## config.mk

```make
export PLATFORM = sky130hd
export DESIGN_NAME = mips_rf_wb_arbiter
export DESIGN_NICKNAME = d
export VERILOG_FILES = /design/src/rtl/mips_rf_wb_arbiter_pkg.sv /design/src/rtl/mips_rf_wb_arbiter_rr_pick.sv /design/src/rtl/mips_rf_wb_arbiter.sv
export SDC_FILE = /design/constraint.sdc
export NUM_CORES = 1
export LEC_CHECK = 0
export BUFFER_PORTS_ARGS = -buffer_cell sky130_fd_sc_hd__buf_2
export CAP_MARGIN = 20
export CORE_UTILIZATION = 39
export DETAILED_ROUTE_END_ITERATION = 7
export PLACE_DENSITY = 0.75
export SYNTH_ARGS = -nofsm -noshare
export SYNTH_HDL_FRONTEND = slang
export SYNTH_SLANG_ARGS = --single-unit
```

## constraint.sdc

```tcl
create_clock -name clk -period 6.4 [get_ports clk]
set_input_delay 1.92 -clock clk [delete_from_list [all_inputs] [get_ports clk]]
set_output_delay 1.92 -clock clk [all_outputs]
set_load 0.1 [all_outputs]
```

## src/rtl/mips_rf_wb_arbiter_pkg.sv

```systemverilog
`default_nettype none
// +--------------------------------------------------------------------+
// | MIPS_Generic_Definitions                                           |
// | Shared register-file types and constants for the MIPS datapath.    |
// | Revision: 1.0                                                      |
// +--------------------------------------------------------------------+
package MIPS_Generic_Definitions;

    localparam int Data_Width = 32;

    typedef logic [4:0] rfa_t;

    // Writes to this register are architecturally discarded.
    localparam rfa_t RF_ZERO_ADDR = 5'd0;

endpackage : MIPS_Generic_Definitions
`default_nettype wire

```

## src/rtl/mips_rf_wb_arbiter_rr_pick.sv

```systemverilog
`default_nettype none
// +--------------------------------------------------------------------+
// | mips_rr_pick                                                       |
// | Combinational round-robin picker: rotate, fixed-priority, unrotate.|
// | Revision: 1.0                                                      |
// +--------------------------------------------------------------------+
module mips_rr_pick #(
    parameter int N  = 3,
    parameter int PW = $clog2(N)
) (
    input  logic [N-1:0]  req,
    input  logic [PW-1:0] ptr,
    output logic [N-1:0]  gnt,
    output logic [PW-1:0] idx
);

    localparam logic [PW:0] c_N = (PW+1)'(N);

    logic [2*N-1:0] w_dbl;
    logic [N-1:0]   w_rot;
    logic           w_found;
    logic [PW-1:0]  w_rot_idx;
    logic [PW:0]    w_sum;

    always_comb begin
        w_dbl     = {req, req};
        // Bit k of w_rot is requester (ptr+k) mod N.
        w_rot     = w_dbl[ptr +: N];
        w_found   = 1'b0;
        w_rot_idx = '0;
        for (int k = 0; k < N; k++) begin
            if (!w_found && w_rot[k]) begin
                w_found   = 1'b1;
                w_rot_idx = PW'(k);
            end
        end
        w_sum = {1'b0, w_rot_idx} + {1'b0, ptr};
        if (w_sum >= c_N) begin
            w_sum = w_sum - c_N;
        end
        idx = w_sum[PW-1:0];
        gnt = '0;
        for (int k = 0; k < N; k++) begin
            gnt[k] = w_found && (idx == PW'(k));
        end
    end

endmodule : mips_rr_pick
`default_nettype wire

```

## src/rtl/mips_rf_wb_arbiter.sv

```systemverilog
`default_nettype none
// +--------------------------------------------------------------------+
// | mips_rf_wb_arbiter                                                 |
// | Round-robin share of the register-file write port, r0 filtered.    |
// | Revision: 1.0                                                      |
// +--------------------------------------------------------------------+
module mips_rf_wb_arbiter
    import MIPS_Generic_Definitions::*;
#(
    parameter int NREQ = 3,
    parameter int PW   = $clog2(NREQ)
) (
    input  logic                                clk,
    input  logic                                rst_n,
    input  logic [NREQ-1:0]                     req_valid,
    output logic [NREQ-1:0]                     req_ready,
    input  rfa_t [NREQ-1:0]                     req_addr,
    input  logic [NREQ-1:0][Data_Width-1:0]     req_data,
    input  logic                                hold,
    output logic                                rf_wen,
    output rfa_t                                rf_wa,
    output logic [Data_Width-1:0]               rf_wd,
    output logic [PW-1:0]                       grant_id,
    output logic                                drop_r0
);

    localparam logic [PW-1:0] c_LAST = PW'(NREQ - 1);

    logic [PW-1:0]         r_ptr;
    logic [PW-1:0]         r_grant_id;
    logic                  r_wen;
    rfa_t                  r_wa;
    logic [Data_Width-1:0] r_wd;
    logic                  r_drop;

    logic [NREQ-1:0]       w_req;
    logic [NREQ-1:0]       w_gnt;
    logic [PW-1:0]         w_idx;
    logic                  w_hs;
    rfa_t                  w_addr;
    logic [Data_Width-1:0] w_data;

    assign w_req = req_valid & {NREQ{~hold}};

    mips_rr_pick #(
        .N  (NREQ),
        .PW (PW)
    ) u_pick (
        .req (w_req),
        .ptr (r_ptr),
        .gnt (w_gnt),
        .idx (w_idx)
    );

    // Grants are masked while reset is asserted, even though it is asynchronous.
    assign req_ready = w_gnt & {NREQ{rst_n}};
    assign w_hs      = |req_ready;
    assign w_addr    = req_addr[w_idx];
    assign w_data    = req_data[w_idx];

    always_ff @(posedge clk or negedge rst_n) begin
        if (!rst_n) begin
            r_ptr      <= '0;
            r_grant_id <= '0;
            r_wen      <= 1'b0;
            r_wa       <= RF_ZERO_ADDR;
            r_wd       <= '0;
            r_drop     <= 1'b0;
        end else if (w_hs) begin
            r_ptr      <= (w_idx == c_LAST) ? '0 : w_idx + 1'b1;
            r_grant_id <= w_idx;
            if (w_addr == RF_ZERO_ADDR) begin
                r_wen  <= 1'b0;
                r_drop <= 1'b1;
            end else begin
                r_wen  <= 1'b1;
                r_wa   <= w_addr;
                r_wd   <= w_data;
                r_drop <= 1'b0;
            end
        end else begin
            r_wen  <= 1'b0;
            r_drop <= 1'b0;
        end
    end

    assign rf_wen   = r_wen;
    assign rf_wa    = r_wa;
    assign rf_wd    = r_wd;
    assign grant_id = r_grant_id;
    assign drop_r0  = r_drop;

endmodule : mips_rf_wb_arbiter
`default_nettype wire
```

Word-level counts from Yosys, hierarchy flattened
Cells that the tools add are included.

ROM bits: 0. Memories: 0. Latch bits: 0. Output and inout port bits: 44. Register bits after elaboration: 43. Logic and storage cells: 44. RAM bits: 0.

Multiply operators: 0. Reductions and logical operators: 11. $lt $le $gt $ge: 2. Divide/modulo/power cells: 0. Equal/unequal tests: 2. Bitwise logic cells: 4. Shift operators: 1. Add/sub/neg operators: 3. Muxes and demuxes: 15.

Operators by type and width (number): binary-select mux 32 bit (select 2 bit) (1); 2-to-1 mux 32 bit (1); binary-select mux 5 bit (select 2 bit) (1); 2-to-1 mux 1 bit (8); AND 3 bit (2); 2-to-1 mux 2 bit (3); indexed part select 6 x 3 -> 3 bit (1); logical AND 1 bit (5); zero test 5 bit (1); 2-to-1 mux 5 bit (1); adder 2 x 2 -> 3 bit (1); greater-or-equal comparator 3 x 2 -> 1 bit, second input constant (1); < comparator 2 x 3 -> 1 bit, second input constant (1); OR reduction 3 bit (1); adder 2 x 1 -> 2 bit, second input constant (1); == test 2 x 1 -> 1 bit, second input constant (1); == test 2 bit, second input constant (1); zero test 1 bit (2); zero test 2 bit (1); NOT 1 bit (2); AND reduction 2 bit (1); subtractor 2 bit, second input constant (1).

Longest topological paths before layout
Depth in word-level cells: 18. Depth in mapped cells: 20. Mapped depth without buffers: 18.

Modules after synthesis
Synthesis repeated with hierarchy kept, for this count alone.

Cells, all modules: 260. Area total of the unflattened synthesis: 2762.6 um^2.

By module, submodules not included: mips_rf_wb_arbiter (sequential area each 1076.0 um^2, times used 1, cells each 233, area each 2552.4 um^2); mips_rr_pick (sequential area each 0.0 um^2, times used 1, cells each 27, area each 210.2 um^2).

Worst setup path before layout
OpenSTA, ideal clock, no wires.

Path kind: input to output. Start: in req_valid[0]. End: out req_ready[2]. Path slack: -1.252 ns. Data arrival time: 5.732 ns. Path buffers: 0. Cell stages on the path: 12. Cells stage by stage: nand2b_1 -> o221ai_1 -> o21ai_0 -> nor2_1 -> ha_1 -> inv_1 -> fa_1 -> inv_1 -> ha_1 -> nor2b_4 -> mux2i_1 -> nor3_1.

Word-level cells in the longest chain between the ends: 15.

Ends and longest elaborated chain: start: declaration (RTL line mips_rf_wb_arbiter.sv:15) `input logic [NREQ-1:0] req_valid,`; AND 3 bit (*) (RTL line mips_rf_wb_arbiter.sv:43) `assign w_req = req_valid & {NREQ{~hold}};`; indexed part select 6 x 3 -> 3 bit (*) (RTL line mips_rf_wb_arbiter_rr_pick.sv:28) `w_rot = w_dbl[ptr +: N];`; 2-to-1 mux 1 bit (RTL line mips_rf_wb_arbiter_rr_pick.sv:32) `if (!w_found && w_rot[k]) begin`; zero test 1 bit (RTL line mips_rf_wb_arbiter_rr_pick.sv:32); logical AND 1 bit (RTL line mips_rf_wb_arbiter_rr_pick.sv:32); 2-to-1 mux 1 bit (RTL line mips_rf_wb_arbiter_rr_pick.sv:32); zero test 1 bit (RTL line mips_rf_wb_arbiter_rr_pick.sv:32); logical AND 1 bit (RTL line mips_rf_wb_arbiter_rr_pick.sv:32); 2-to-1 mux 2 bit (RTL line mips_rf_wb_arbiter_rr_pick.sv:32); adder 2 x 2 -> 3 bit (RTL line mips_rf_wb_arbiter_rr_pick.sv:37) `w_sum = {1'b0, w_rot_idx} + {1'b0, ptr};`; greater-or-equal comparator 3 x 2 -> 1 bit / subtractor 2 bit (equally long branches) (RTL line mips_rf_wb_arbiter_rr_pick.sv:38, mips_rf_wb_arbiter_rr_pick.sv:39); 2-to-1 mux 2 bit (RTL line mips_rf_wb_arbiter_rr_pick.sv:38) `if (w_sum >= c_N) begin`; == test 2 bit (RTL line mips_rf_wb_arbiter_rr_pick.sv:44) `gnt[k] = w_found && (idx == PW'(k));`; logical AND 1 bit (*) (RTL line mips_rf_wb_arbiter_rr_pick.sv:44); AND 3 bit (*) (RTL line mips_rf_wb_arbiter.sv:56) `assign req_ready = w_gnt & {NREQ{rst_n}};`; end: declaration (RTL line mips_rf_wb_arbiter.sv:16) `output logic [NREQ-1:0] req_ready,`.

Mark *: on every way between the ends. The rest lies on a longest branch, timed or not.

Worst setup path in the final report
Start: in req_valid[0]. End: out req_ready[0].

Word-level cells in the longest chain between the ends: 15.

Ends and longest elaborated chain (RTL line): AND 3 bit (*) (mips_rf_wb_arbiter.sv:43); indexed part select 6 x 3 -> 3 bit (*) (mips_rf_wb_arbiter_rr_pick.sv:28); 2-to-1 mux 1 bit (mips_rf_wb_arbiter_rr_pick.sv:32); zero test 1 bit (mips_rf_wb_arbiter_rr_pick.sv:32); logical AND 1 bit (mips_rf_wb_arbiter_rr_pick.sv:32); 2-to-1 mux 1 bit (mips_rf_wb_arbiter_rr_pick.sv:32); zero test 1 bit (mips_rf_wb_arbiter_rr_pick.sv:32); logical AND 1 bit (mips_rf_wb_arbiter_rr_pick.sv:32); 2-to-1 mux 2 bit (mips_rf_wb_arbiter_rr_pick.sv:32); adder 2 x 2 -> 3 bit (mips_rf_wb_arbiter_rr_pick.sv:37); greater-or-equal comparator 3 x 2 -> 1 bit / subtractor 2 bit (equally long branches) (mips_rf_wb_arbiter_rr_pick.sv:38, mips_rf_wb_arbiter_rr_pick.sv:39); 2-to-1 mux 2 bit (mips_rf_wb_arbiter_rr_pick.sv:38); zero test 2 bit (mips_rf_wb_arbiter_rr_pick.sv:44); logical AND 1 bit (*) (mips_rf_wb_arbiter_rr_pick.sv:44); AND 3 bit (*) (mips_rf_wb_arbiter.sv:56).

Marked as above.

==> impl_summary.md <==
Status
The run finished with clean final reports.

Cells and area
The fraction of final layout cells with drive strength greater than 1 is 0.5420. The area growth from synthesis to layout is 43.03%. The post-route non-filler standard cell count is 494. The antenna cell count is 0. The number of filler instances in the final layout is 561. For this run, the post-layout net count is 536.

CTS
The tree is rooted in a clkbuf_8. The clock-pin slew on the worst setup and hold paths is 70 ps. The clock drives 43 sinks.

The clock latency at the later pin of the worst-skew pair is 280 ps. The H-tree depth is 2. The clock passes through at most 2 buffers. TritonCTS built the clock tree.

The total CTS buffers is 5.

Setup path
The kind of launch point of the worst setup path is a primary input. The type of the setup path with the least slack is primary input to output port. Together, buffers and inverters on the worst path number 4.

The setup slack of the most critical reg-to-reg path is 1510 ps. The type of element capturing the critical path is an output port. The worst-path maximum fanout is 5. Walking the worst path, the cells encountered are buf_6 > nand2b_4 > o221ai_2 > o21ai_1 > nor2_1 > ha_2 > inv_2 > fa_1 > inv_2 > ha_4 > nor2b_4 > nand2_2 > mux2_4 > nor2b_4 > buf_12. The largest incremental delay on the critical path is 580 ps. Broken down by cell family, the worst path's largest delay share belongs to adder cells.

The worst-path cell with the longest stage delay is fa_1. The required time at the worst-slack endpoint is 4480 ps. The worst register-to-register path has a depth of 20. The signal arrival time at the worst endpoint is 4460 ps. The critical path depth is 15.

Drt
For this block, the via count after detailed routing is 2,507. The first detailed-routing pass took 5 iterations. The violation count after the first detailed-route iteration is 96.

For this run, design rule violations remaining after detail routing come to 0. The routed design has 6.778 mm of wire. Using the TritonRoute via totals, the vias-per-cell ratio works out to 5.075. The average wire per standard cell is 13.72 um. The count of nets left with antenna violations once routing finished came out at 0.

STA
Derived from the worst setup path, the maximum achievable clock frequency is 156.7 MHz. Subtracting the final worst setup slack from the clock period gives 6381 ps. The number of pins exceeding their max-slew limit in the final report is 0. Setup repair after global routing could not meet its margin everywhere. On the final layout, the worst clock skew is 4.906 ps. The sum of negative setup slack is 0 ps.

The number of failing setup endpoints in the final timing report is 0. The worst slew margin relative to its limit is 0.6274. For the pin with the worst max-slew slack, the measured transition is 559.0 ps. The share of the cycle needed by the critical path after routing is 0.9971. The count of endpoints failing hold in the final timing report is 0.

Global route
The total overflow left after global routing is 0. The initial antenna violation count was 0. In the global route stage, overall resource usage came out at 0.1979. The maximum number of pins on one net before global-route repair is 44. The number of global-route vias before repair is 2,243. The first global-routing pass estimated 10.27 mm of wire.

Hold path
The min-delay analysis places its worst path in the category flip-flop to flip-flop. The worst hold path was traced through 2 stages.

Floorplan
In this run the horizontal extent of the chip is 82.72 um. For this design the top-level I/O count stands at 161. The floorplan step set the die height to 82.72 um.

The starting density of the core is 0.4025. The placeable core region is 6314 um2. The die covers 6843 um2. After floorplanning, the core was divided into 29 placement rows.

Synth
In this run, synthesis inferred 0 flip-flops with an integrated enable. The synthesized netlist contains 33 unique library cells. The dominant register cell in the synthesized netlist is dfrtp_1. During synthesis, Yosys emitted a total of 0 warnings. The cell count after synthesis came out at 253. The netlist area before placement is 2541 um2.

After synthesis, the share of flip-flops with an asynchronous set or reset is 1.000. The synthesized net count is 373. The average cell area after synthesis is 10.04 um2. After synthesis the netlist holds a flip-flop and latch count of 43.

Of the synthesized area, sequential elements account for 0.4234.

Placement
The final weighted congestion in routability-driven placement is 0.7844. The number of placed instances, taps included, is 485. The count of buffers inserted at the top-level ports is 160. The half-perimeter wire length after detailed placement is 5.023 mm.

Run
Across the run, the number of max-cap violations was 0.
[final timing paths]
| path | start | end |
|---|---|---|
| hold / removal | grant_id[0]$_DFFE_PN0P_ | grant_id[0]$_DFFE_PN0P_ |
| hold reg to reg | grant_id[0]$_DFFE_PN0P_ | grant_id[0]$_DFFE_PN0P_ |
| setup reg to reg | r_ptr[1]$_DFFE_PN0P_ | rf_wd[8]$_DFFE_PN0P_ |
| max in group asynchronous | rst_n | rf_wd[5]$_DFFE_PN0P_ |
| min in group asynchronous | rst_n | grant_id[1]$_DFFE_PN0P_ |
| setup / recovery | req_valid[0] | req_ready[0] |
[worst reg2reg max path: cells and delay by family (launching register included)]
family | cells | cell delay [ps]
buf+inv | 6 | 870
mux | 2 | 660
compound gates | 4 | 1150
fa+ha+maj | 3 | 920
flops | 1 | 440
simple gates | 5 | 750
[what timing repair did]
| action | in CTS | in global routing |
|---|---|---|
| resized for setup | 0 | 11 |
| setup buffers | 0 | 1 |
| setup endpoints to repair | 0 | 23 |
| hold buffers | 0 | 0 |
[per-layer routing]
metal	share of wire	track usage	vias up	routed length, um
li1	-	-	1221	-
met1	0.41	0.2287	1159	2806
met2	0.51	0.3730	116	3462
met3	0.060	0.03297	11	408
met4	0.015	0.05172	0	102
met5	0	0	-	0
[final cells by class]
type	instances	area, um2	area share
Multi-Input combinational cell	187	1409	0.3876
Sequential cell	43	1076	0.2960
Timing Repair Buffer	171	938.4	0.2582
Tap cell	77	96.34	0.02651
Clock buffer	7	76.32	0.02100
Inverter	8	33.78	0.009294
Clock inverter	1	5.005	0.001377
[Yosys cell counts, drive strengths merged (2+ instances only)]
cell type  instances  share of area
inv                8          0.012
mux2              33           0.19
dfrtp             43           0.42
nand2             72           0.11
a22oi             33          0.097
o21ai              8          0.017
nor2               9          0.013
a21o               6          0.018
nor3               3         0.0059
buf                4          0.018
nor2b              2         0.0079
clkbuf            11          0.016
nand2b             2         0.0049
ha                 2         0.0098
a222oi             4          0.016
[sequential cells by signal (all words and copies together), names as in the netlist]
| register | count |
|---|---|
| rf_wen | 1 |
| rf_wd | 32 |
| grant_id | 2 |
| rf_wa | 5 |
| drop_r0 | 1 |
| r_ptr | 2 |
[layout by cell type (no fill, tap or decap), types with 2 or more instances in the layout]
cell type / n
clkbuf_8: 5
buf_12: 3
mux2_2: 3
inv_1: 4
mux2_4: 30
a222oi_1: 4
nor2_2: 2
buf_6: 2
clkbuf_1: 2
inv_2: 3
nor2b_4: 2
o21ai_0: 5
o21ai_1: 2
nand2_1: 71
buf_4: 10
buf_2: 156
a21o_1: 6
a22oi_1: 33
nor3_1: 2
nor2_1: 7
dfrtp_1: 43
[stage by stage]
step	setup slack [ps]	area, um2	hold WS, ps	util
2_1_floorplan	-375.8	2571	553.9	-
3_5_place_dp	40.00	3507	460.2	0.5555
5_1_grt	-86.99	3635	491.4	0.5757
3_3_place_gp	106.3	3507	460.5	0.5555
6_report	18.59	3635	474.2	0.5757
4_1_cts	20.28	3588	479.7	0.5684
[cell families (layout without fill, tap and decap cells)]
logic type               Yosys count  after routing  share of synthesized area
multiplexers                      34             34                     0.1945
buffers and inverters             23            187                    0.04579
AND/OR/NAND/NOR                   94             94                     0.1551
flip-flops                        43             43                     0.4234
AO/OA/AOI/OAI                     56             56                     0.1635
adder cells (fa/ha/maj)            3              3                    0.01772
Power is not shown: default switching activity piles up to over one toggle a cycle in this logic, so the estimate is an artifact.
